--- config.mk ---
export PLATFORM = sky130hd
export DESIGN_NAME = uart_tx_flat
export DESIGN_NICKNAME = d
export VERILOG_FILES = /design/src/rtl/uart_tx_pkg.sv /design/src/rtl/uart_tx_if.sv /design/src/rtl/uart_tx_q.sv /design/src/rtl/uart_tx.sv /design/src/flat_wrapper.sv
export SDC_FILE = /design/constraint.sdc
export NUM_CORES = 1
export LEC_CHECK = 0
export BUFFER_PORTS_ARGS = -buffer_cell sky130_fd_sc_hd__buf_2
export CELL_PAD_IN_SITES_DETAIL_PLACEMENT = 1
export CELL_PAD_IN_SITES_GLOBAL_PLACEMENT = 1
export CORE_MARGIN = 2
export CORE_UTILIZATION = 60
export CTS_CLUSTER_DIAMETER = 150
export DETAILED_ROUTE_END_ITERATION = 10
export PLACE_DENSITY = 0.89
export SETUP_SLACK_MARGIN = 0.3
export SYNTH_ARGS = -nofsm -noshare
export SYNTH_HDL_FRONTEND = slang
export SYNTH_SLANG_ARGS = --single-unit
--- constraint.sdc ---
create_clock -name clk -period 8.7 [get_ports clk]
set_input_delay 0.435 -clock clk [delete_from_list [all_inputs] [get_ports clk]]
set_output_delay 0.435 -clock clk [all_outputs]
set_load 0.05 [all_outputs]
--- src/rtl/uart_tx_pkg.sv ---
// Shared UART transmitter types and frame constants.
// UART_TX_TWO_STOP_EN selects a two-stop-bit frame; otherwise one stop bit.
package uart_pkg;

    typedef enum logic {
        IDLE     = 1'b0,
        TX_STATE = 1'b1
    } tx_state_t;

    localparam int UART_Q_DEPTH = 128;
    localparam int UART_PTR_W   = 8;
    localparam int UART_ADDR_W  = 7;
    localparam int UART_BAUD_W  = 13;
    localparam int BIT_CNT_W    = 4;

`ifdef UART_TX_TWO_STOP_EN
    localparam int FRAME_BITS = 11;
`else
    localparam int FRAME_BITS = 10;
`endif

    // Shift register image of a frame: stop bit(s), data, start bit in bit 0.
    function automatic logic [FRAME_BITS-1:0] frame_word(input logic [7:0] data);
        return {{(FRAME_BITS-9){1'b1}}, data, 1'b0};
    endfunction

endpackage

--- src/rtl/uart_tx_if.sv ---
// Processor-side bundle of the UART transmitter: write port, bit timing,
// serial line and queue status.
interface uart_tx_if;
    import uart_pkg::*;

    logic                   write_entry;
    logic [7:0]             tx_data;
    logic [UART_BAUD_W-1:0] baud_reload;
    logic                   TX;
    logic                   queue_full;
    logic [UART_PTR_W-1:0]  num_entries;
    logic                   tx_busy;

    modport master (
        output write_entry,
        output tx_data,
        output baud_reload,
        input  TX,
        input  queue_full,
        input  num_entries,
        input  tx_busy
    );

    modport slave (
        input  write_entry,
        input  tx_data,
        input  baud_reload,
        output TX,
        output queue_full,
        output num_entries,
        output tx_busy
    );

endinterface

--- src/rtl/uart_tx_q.sv ---
// 128x8 transmit queue storage: synchronous write, combinational read so the
// head byte is available in the same cycle the frame is started.
module uart_tx_q
    import uart_pkg::*;
(
    input  logic                   clk,
    input  logic [UART_ADDR_W-1:0] waddr,
    input  logic [7:0]             wdata,
    input  logic                   we,
    input  logic [UART_ADDR_W-1:0] raddr,
    output logic [7:0]             rdata
);

    logic [7:0] mem [UART_Q_DEPTH];

    always_ff @(posedge clk) begin
        if (we) begin
            mem[waddr] <= wdata;
        end
    end

    assign rdata = mem[raddr];

endmodule

--- src/rtl/uart_tx.sv ---
// Queued 8N1 serial transmitter; frames are sent back to back while bytes wait.
// Build option UART_TX_TWO_STOP_EN (see uart_pkg) adds a second stop bit.
module uart_tx
    import uart_pkg::*;
(
    input  logic      clk,
    input  logic      rst_n,
    uart_tx_if.slave  bus
);

    tx_state_t              state_reg;
    tx_state_t              state_next;
    logic [UART_PTR_W-1:0]  wrt_ptr_reg;
    logic [UART_PTR_W-1:0]  rd_ptr_reg;
    logic [UART_PTR_W-1:0]  num_entries;
    logic                   queue_full;
    logic                   queue_empty;
    logic                   we;
    logic [7:0]             tx_data_head;
    logic [FRAME_BITS-1:0]  shift_reg;
    logic [UART_BAUD_W-1:0] baud_cnt_reg;
    logic [BIT_CNT_W-1:0]   bit_cnt_reg;
    logic                   tx_reg;
    logic                   tx_busy_reg;
    logic                   busy_next;
    logic                   start;
    logic                   shift;
    logic                   frame_done;

    // Pointers carry one extra bit so full and empty are distinguishable.
    assign num_entries = wrt_ptr_reg - rd_ptr_reg;
    assign queue_full  = (num_entries == UART_PTR_W'(UART_Q_DEPTH));
    assign queue_empty = (wrt_ptr_reg == rd_ptr_reg);
    assign we          = bus.write_entry & ~queue_full;

    uart_tx_q u_q (
        .clk   (clk),
        .waddr (wrt_ptr_reg[UART_ADDR_W-1:0]),
        .wdata (bus.tx_data),
        .we    (we),
        .raddr (rd_ptr_reg[UART_ADDR_W-1:0]),
        .rdata (tx_data_head)
    );

    assign shift      = (state_reg == TX_STATE) && (baud_cnt_reg == '0);
    assign frame_done = shift && (bit_cnt_reg == BIT_CNT_W'(FRAME_BITS - 1));

    always_ff @(posedge clk or negedge rst_n) begin
        if (!rst_n) begin
            state_reg <= IDLE;
        end else begin
            state_reg <= state_next;
        end
    end

    always_comb begin
        state_next = state_reg;
        case (state_reg)
            IDLE:     if (!queue_empty) state_next = TX_STATE;
            TX_STATE: if (frame_done && queue_empty) state_next = IDLE;
            default:  state_next = IDLE;
        endcase
    end

    // A finished frame with more data waiting restarts directly: no idle gap.
    always_comb begin
        start     = 1'b0;
        busy_next = 1'b0;
        case (state_reg)
            IDLE: begin
                start = ~queue_empty;
            end
            TX_STATE: begin
                busy_next = 1'b1;
                start     = frame_done & ~queue_empty;
            end
            default: begin
                start     = 1'b0;
                busy_next = 1'b0;
            end
        endcase
    end

    always_ff @(posedge clk or negedge rst_n) begin
        if (!rst_n) begin
            wrt_ptr_reg <= '0;
            rd_ptr_reg  <= '0;
        end else begin
            if (we) begin
                wrt_ptr_reg <= wrt_ptr_reg + 1'b1;
            end
            if (start) begin
                rd_ptr_reg <= rd_ptr_reg + 1'b1;
            end
        end
    end

    // baud_reload is only looked at on a (re)load, so mid-frame edits take
    // effect from the next bit period.
    always_ff @(posedge clk or negedge rst_n) begin
        if (!rst_n) begin
            shift_reg    <= '1;
            baud_cnt_reg <= '0;
            bit_cnt_reg  <= '0;
        end else if (start) begin
            shift_reg    <= frame_word(tx_data_head);
            baud_cnt_reg <= bus.baud_reload;
            bit_cnt_reg  <= '0;
        end else if (shift) begin
            shift_reg    <= {1'b1, shift_reg[FRAME_BITS-1:1]};
            baud_cnt_reg <= bus.baud_reload;
            bit_cnt_reg  <= bit_cnt_reg + 1'b1;
        end else if (state_reg == TX_STATE) begin
            baud_cnt_reg <= baud_cnt_reg - 1'b1;
        end
    end

    // TX and tx_busy share the same one-cycle delay so they stay aligned.
    always_ff @(posedge clk or negedge rst_n) begin
        if (!rst_n) begin
            tx_reg      <= 1'b1;
            tx_busy_reg <= 1'b0;
        end else begin
            tx_reg      <= shift_reg[0];
            tx_busy_reg <= busy_next;
        end
    end

    assign bus.TX          = tx_reg;
    assign bus.tx_busy     = tx_busy_reg;
    assign bus.queue_full  = queue_full;
    assign bus.num_entries = num_entries;

endmodule
--- src/flat_wrapper.sv ---
// flat-port wrapper written by rule: the top's interface ports become plain ports
module uart_tx_flat import uart_pkg::*;
  (clk, rst_n, bus_write_entry, bus_tx_data, bus_baud_reload, bus_TX, bus_queue_full, bus_num_entries, bus_tx_busy);
  uart_tx_if bus_i ();
  input  logic clk;
  input  logic rst_n;
  input wire logic [$bits(bus_i.write_entry)-1:0] bus_write_entry;
  input wire logic [$bits(bus_i.tx_data)-1:0] bus_tx_data;
  input wire logic [$bits(bus_i.baud_reload)-1:0] bus_baud_reload;
  output wire logic [$bits(bus_i.TX)-1:0] bus_TX;
  output wire logic [$bits(bus_i.queue_full)-1:0] bus_queue_full;
  output wire logic [$bits(bus_i.num_entries)-1:0] bus_num_entries;
  output wire logic [$bits(bus_i.tx_busy)-1:0] bus_tx_busy;
  assign bus_i.write_entry = bus_write_entry;
  assign bus_i.tx_data = bus_tx_data;
  assign bus_i.baud_reload = bus_baud_reload;
  assign bus_TX = bus_i.TX;
  assign bus_queue_full = bus_i.queue_full;
  assign bus_num_entries = bus_i.num_entries;
  assign bus_tx_busy = bus_i.tx_busy;
  uart_tx u_core (.clk(clk), .rst_n(rst_n), .bus(bus_i));
endmodule
==> flow_summary.ini, run 1 <==
[power_and_ir_drop]
leakagePower_nw = 15.0
power_mw = 13.6
power_frac_clock = 0.357
p_int_mw = 9.59
p_comb_frac = 0.199
net-switching-power_mw = 3.98
peakVddDrop_mv = 0.195
switching_share = 0.293
seqPwrFrac = 0.444
power.density_mw_per_mm2 = 289

[routing]
viasPerCell = 7.50
drt_iter0_markers = 4226
dr.pass1.iters = 8
drtAntennaViolNets = 0
post_drt_wl_per_cell_um = 41.1
totalWireLength_um = 134000
vias = 24500
drcViolationCount = 0

[setup_path]
worstPathRequired_ps = 9000
crit_type = reg2reg
arrival_ps = 5750
worst_setup_path_start_kind = flop
end_kind = flop
cp_max_fo = 40

[floorplanning]
die_h_um = 269
dieWidth_um = 269
start_util = 0.604
design.core.area_mm2 = 0.0699
ios = 35
dieArea_mm2 = 0.0725
rows = 97

[sta]
period_needed_ps = 5450
tightest_slew_ps = 1450
tns_ps = 0
fmax_mhz = 184
hold_viol = 0
post-route-period-util = 0.626
relSlewSlack = 0.0290
rsz0062_at_grt = no
drv_slew = 0
setup_viol = 0
finClkSkew_ps = 35.9

[clocking]
clk_pin_slew_ps = 70
cts_sinks = 1069
root_buffer = clkbuf_16
cts_resized = 0
clk_latency_ps = 680
numCtsBuffers = 102
clockBufferDepth = 3
cts_tree = done
cts_max_level = 3

[grt]
grtUsageTotal = 0.374
grt_pass1_wl_um = 191000
grt_max_degree = 115
grt-ovfl-total = 0
grt_pass1_vias = 24700
antenna_found_initial = 8

[yosys]
synth_area_leaders = edfxtp_1 73%, mux4_2 11%, mux2i_1 2.5%
synth_edf_count = 1024
ys_seq_elements = 1069
yosysSeqAreaShare = 0.755
synth_flop_cell = edfxtp_1
synth.distinct_cells = 70
synth_top_cell_by_area = edfxtp_1
syn_area_mm2 = 0.0422
yosysWarningCount = 0
ys_async_sr_fraction = 0.0421
syn-num-nets = 2209
synth.avg_cell_area_um2 = 19.4
netlist_instances = 2172
synth_top_area_share = 0.728

[finish]
drive_above_1_share = 0.207
largest_reg_flops = 1024
postLayoutCellArea_mm2 = 0.0470
final_common_cell = edfxtp_1
layout_common_cells = 1024 x edfxtp_1, 213 x mux4_2, 136 x nor2_1
finalNetCount = 2273
regArea_mm2 = 0.0319
post-route-util = 0.672
multiInputGateArea_mm2 = 0.00972
fillers = 5661
area_growth_syn_to_layout_pct = 11.3

[placement]
place_area_mm2 = 0.0433
place.gp.congestion = 0.935
place_hpwl_um = 74400
port-buffer-count = 34

[status]
status = finished, final reports clean

[job]
drv_cap = 0

[min_path]
hp-class = in2reg
## final timing paths
kind                                           endpoint  slack (ps)  cells past startpoint            startpoint
worst min-delay path            u_core.baud_cnt_reg[11]           6                      3   bus_baud_reload[11]
worst max register to register     u_core.u_q.mem[2][5]        3250                     11  u_core.rd_ptr_reg[0]
worst max-delay path               u_core.u_q.mem[2][5]        3250                     11  u_core.rd_ptr_reg[0]
max in group asynchronous          u_core.rd_ptr_reg[0]        7750                      3                 rst_n
worst min register to register            u_core.bus.TX         370                      0   u_core.shift_reg[0]
min in group asynchronous        u_core.baud_cnt_reg[2]         420                      3                 rst_n
## final cells by class
cell class,instances,area share
sequential,1069,0.679
antenna,4,0.000213
clock inverter,65,0.0174
clock buffer,125,0.0584
multi-input combinational,968,0.207
inverter,18,0.00144
tap,940,0.0250
timing repair buffer,77,0.0119
## critical path: stages, from the launching register on
cell and delay (ps):
dfrtp_4 1010, ha_1 350, inv_1 90, fa_1 430
a211oi_1 450, nor2_1 150, xnor2_1 190, o2111ai_2 170
or2_4 230, inv_2 60, or4_2 1100, nor2_1 800
## cell families after synthesis
family,share of synthesized area
AND/OR/NAND/NOR,0.0410
XOR/XNOR,0.00682
flip-flops,0.755
multiplexers,0.139
buffers and inverters,0.0158
AO/OA/AOI/OAI,0.0382
adder cells (fa/ha/maj),0.00403
## layer usage
metal / vias up / share of wire / GRT usage / routed length (µm)
met5: - / 0.00057 / 0 / 76
met3: 524 / 0.13 / 0.108 / 17800
met4: 6 / 0.056 / 0.176 / 7490
li1: 9043 / - / - / -
met1: 12600 / 0.34 / 0.501 / 46000
met2: 2350 / 0.47 / 0.575 / 62700
## per-stage QoR
step                      instances  hold WS, ps  setup slack (ps)
after floorplan                2172          139              4160
final                          3266         6.05              3250
after CTS                      3260        0.509              3310
after global routing           3262         27.0              3080
after global placement         3064          364              3730
after detailed placement       3064          361              3500
## what timing repair did
item | CTS | global route
hold endpoints to repair | 40 | 0
buffers inserted | 0 | 0
hold buffers | 6 | 0
## power groups by stage
stage | registers [mW] | clock network, mW | logic [mW]
finish | 6.02 | 4.84 | 2.70
floorplan | 5.97 | 0 | 1.82
global placement | 6.09 | 0 | 2.46
detailed placement | 6.11 | 0 | 2.56
global route | 6.03 | 4.99 | 2.77
CTS | 6.01 | 4.83 | 2.64
## Yosys cell counts (all sizes together) (28+ instances only)
master	count
a21oi	36
a22oi	38
buf	68
clkbuf	49
dfrtp	35
edfxtp	1024
mux2i	104
mux4	213
nand2	97
nand3	28
nor2	136
nor3	44
o21ai	28
Note: power is estimated with default switching activity, not from simulation.
==> run 2: changes to the inputs <==
CORE_UTILIZATION = 55   (was 60)
PLACE_DENSITY = 0.82   (was 0.89)
clock period = 5.5 ns   (was 8.7 ns; I/O delays follow)
==> run 2 against run 1 <==
Against the previous run: utilization fell by 5.4 points; via count fell by 5.0%; clock skew fell by 1.3 ps; worst hold slack improved by 78 ps; critical endpoint is now u_core.u_q.mem[34][7].
==> flow_summary.ini, run 2 (synthesis gave the netlist of run 1 again) <==
[floorplanning]
dieArea_mm2 = 0.0790
design.core.area_mm2 = 0.0759
rows = 101
die_h_um = 281
start_util = 0.556
ios = 35
dieWidth_um = 281

[setup_path]
arrival_ps = 5090
cp_max_fo = 35
slowest_stage = dfrtp_4
worst-path-buf-inv = 3
crit_path_frequent_cell = nor2_1
worst_setup_path_start_kind = flop
slowest_delay_ps = 900
critical_path.top_delay_family = simple AND/OR/NAND/NOR gates
cp_cell_sequence = ha_1, inv_1, fa_1, a211oi_1, nor2_1, xnor2_1, o2111ai_2, or2_4, inv_2, or4_1, buf_4, nor2_1
crit_type = reg2reg
end_kind = flop
worstPathRequired_ps = 5790

[finish]
drive_above_1_share = 0.201
layout_common_cells = 1024 x edfxtp_1, 213 x mux4_2, 136 x nor2_1
finalNetCount = 2293
finalNonFillerCells = 3378
largest_reg_flops = 1024
fillers = 6299
final_common_cell = edfxtp_1
area_growth_syn_to_layout_pct = 11.2
post-route-util = 0.618

[power_and_ir_drop]
power.density_mw_per_mm2 = 439
power_mw = 20.6
leakagePower_nw = 14.9
peakVddDrop_mv = 0.314

[placement]
port-buffer-count = 34
placedCellCount = 3166
place.gp.congestion = 0.891
place_hpwl_um = 72800

[grt]
antenna_found_initial = 7
grt_pass1_wl_um = 176000
grt_max_degree = 93
grtUsageTotal = 0.317
grt-ovfl-total = 0
grt_pass1_vias = 24300

[min_path]
hp-class = in2reg

[sta]
relSlewSlack = 0.0439
whs_ps = 84.5
setup_viol = 0
fmax_mhz = 208
post-route-period-util = 0.873
tightest_slew_ps = 1420
finClkSkew_ps = 34.7
rsz0062_at_grt = no
drv_slew = 0
tns_ps = 0
hold_viol = 0
period_needed_ps = 4800

[status]
status = finished, final reports clean

[routing]
wl_met2_um = 58200
top_layer = met5
totalWireLength_um = 121000
dr.pass1.iters = 6
wl_met1_um = 44700
met3_length_um = 12300
post_drt_wl_per_cell_um = 35.9
drtAntennaViolNets = 0
viasPerCell = 6.88
drcViolationCount = 0
vias = 23300
drt_iter0_markers = 3398

[clocking]
clockBufferDepth = 3
clk_latency_ps = 680
root_buffer = clkbuf_16
clk_pin_slew_ps = 60
cts_sinks = 1069
numCtsBuffers = 103
cts_tree = done
cts_max_level = 3

[job]
drv_cap = 0
run 2: power by group:
group          leakage, nW  total (mW)  internal [mW]  switching [mW]
combinational         3.55        4.17           1.54            2.63
clock                 1.58        6.96           3.92            3.04
sequential            9.74        9.47           9.19           0.281
total                 14.9        20.6           14.7            5.95
run 2: per-stage QoR:
step,cell area [µm²],worst slack (ps)
detailed placement,43500,855
global placement,43500,1080
global route,47000,476
finish,47000,700
CTS,46900,776
floorplan,42200,956
run 2: worst reg2reg max path: cells and delay by family, from the launching register on:
family                   cells  cell delay, ps
AND/OR/NAND/NOR              4            1540
XOR/XNOR                     1             180
adder cells (fa/ha/maj)      2             760
buffers and inverters        3             440
flip-flops                   1             900
AO/OA/AOI/OAI                2             600
run 2: cell type report:
type / count / area [µm²] / share of cell area
Sequential cell: 1069 / 31900 / 0.679
Multi-Input combinational cell: 968 / 9700 / 0.207
Clock buffer: 129 / 2760 / 0.0587
Tap cell: 1030 / 1290 / 0.0274
Timing Repair Buffer: 96 / 726 / 0.0154
Clock inverter: 62 / 513 / 0.0109
Inverter: 18 / 67.6 / 0.00144
Antenna cell: 6 / 15.0 / 0.000320
run 2: worst paths after layout:
path / cells past startpoint / start / slack [ps] / endpoint
worst max-delay path: 12 / u_core.rd_ptr_reg[0] / 700 / u_core.u_q.mem[34][7]
worst min-delay path: 3 / bus_write_entry / 80 / u_core.wrt_ptr_reg[2]
worst max register to register: 12 / u_core.rd_ptr_reg[0] / 700 / u_core.u_q.mem[34][7]
worst min register to register: 0 / u_core.shift_reg[0] / 370 / u_core.bus.TX
max in group asynchronous: 2 / rst_n / 4300 / u_core.rd_ptr_reg[2]
min in group asynchronous: 2 / rst_n / 370 / u_core.state_reg
run 2: timing repair:
| action | CTS | global route |
|---|---|---|
| resized for setup | 0 | 0 |
| hold buffers | 14 | 0 |
| hold endpoints to repair | 48 | 0 |
| buffers inserted | 0 | 0 |
run 2: layer usage:
layer | track usage | vias to the layer above
met1 | 0.427 | 12200
met5 | 0 | -
li1 | - | 9086
met2 | 0.504 | 1667
met4 | 0.145 | 6
met3 | 0.0641 | 346
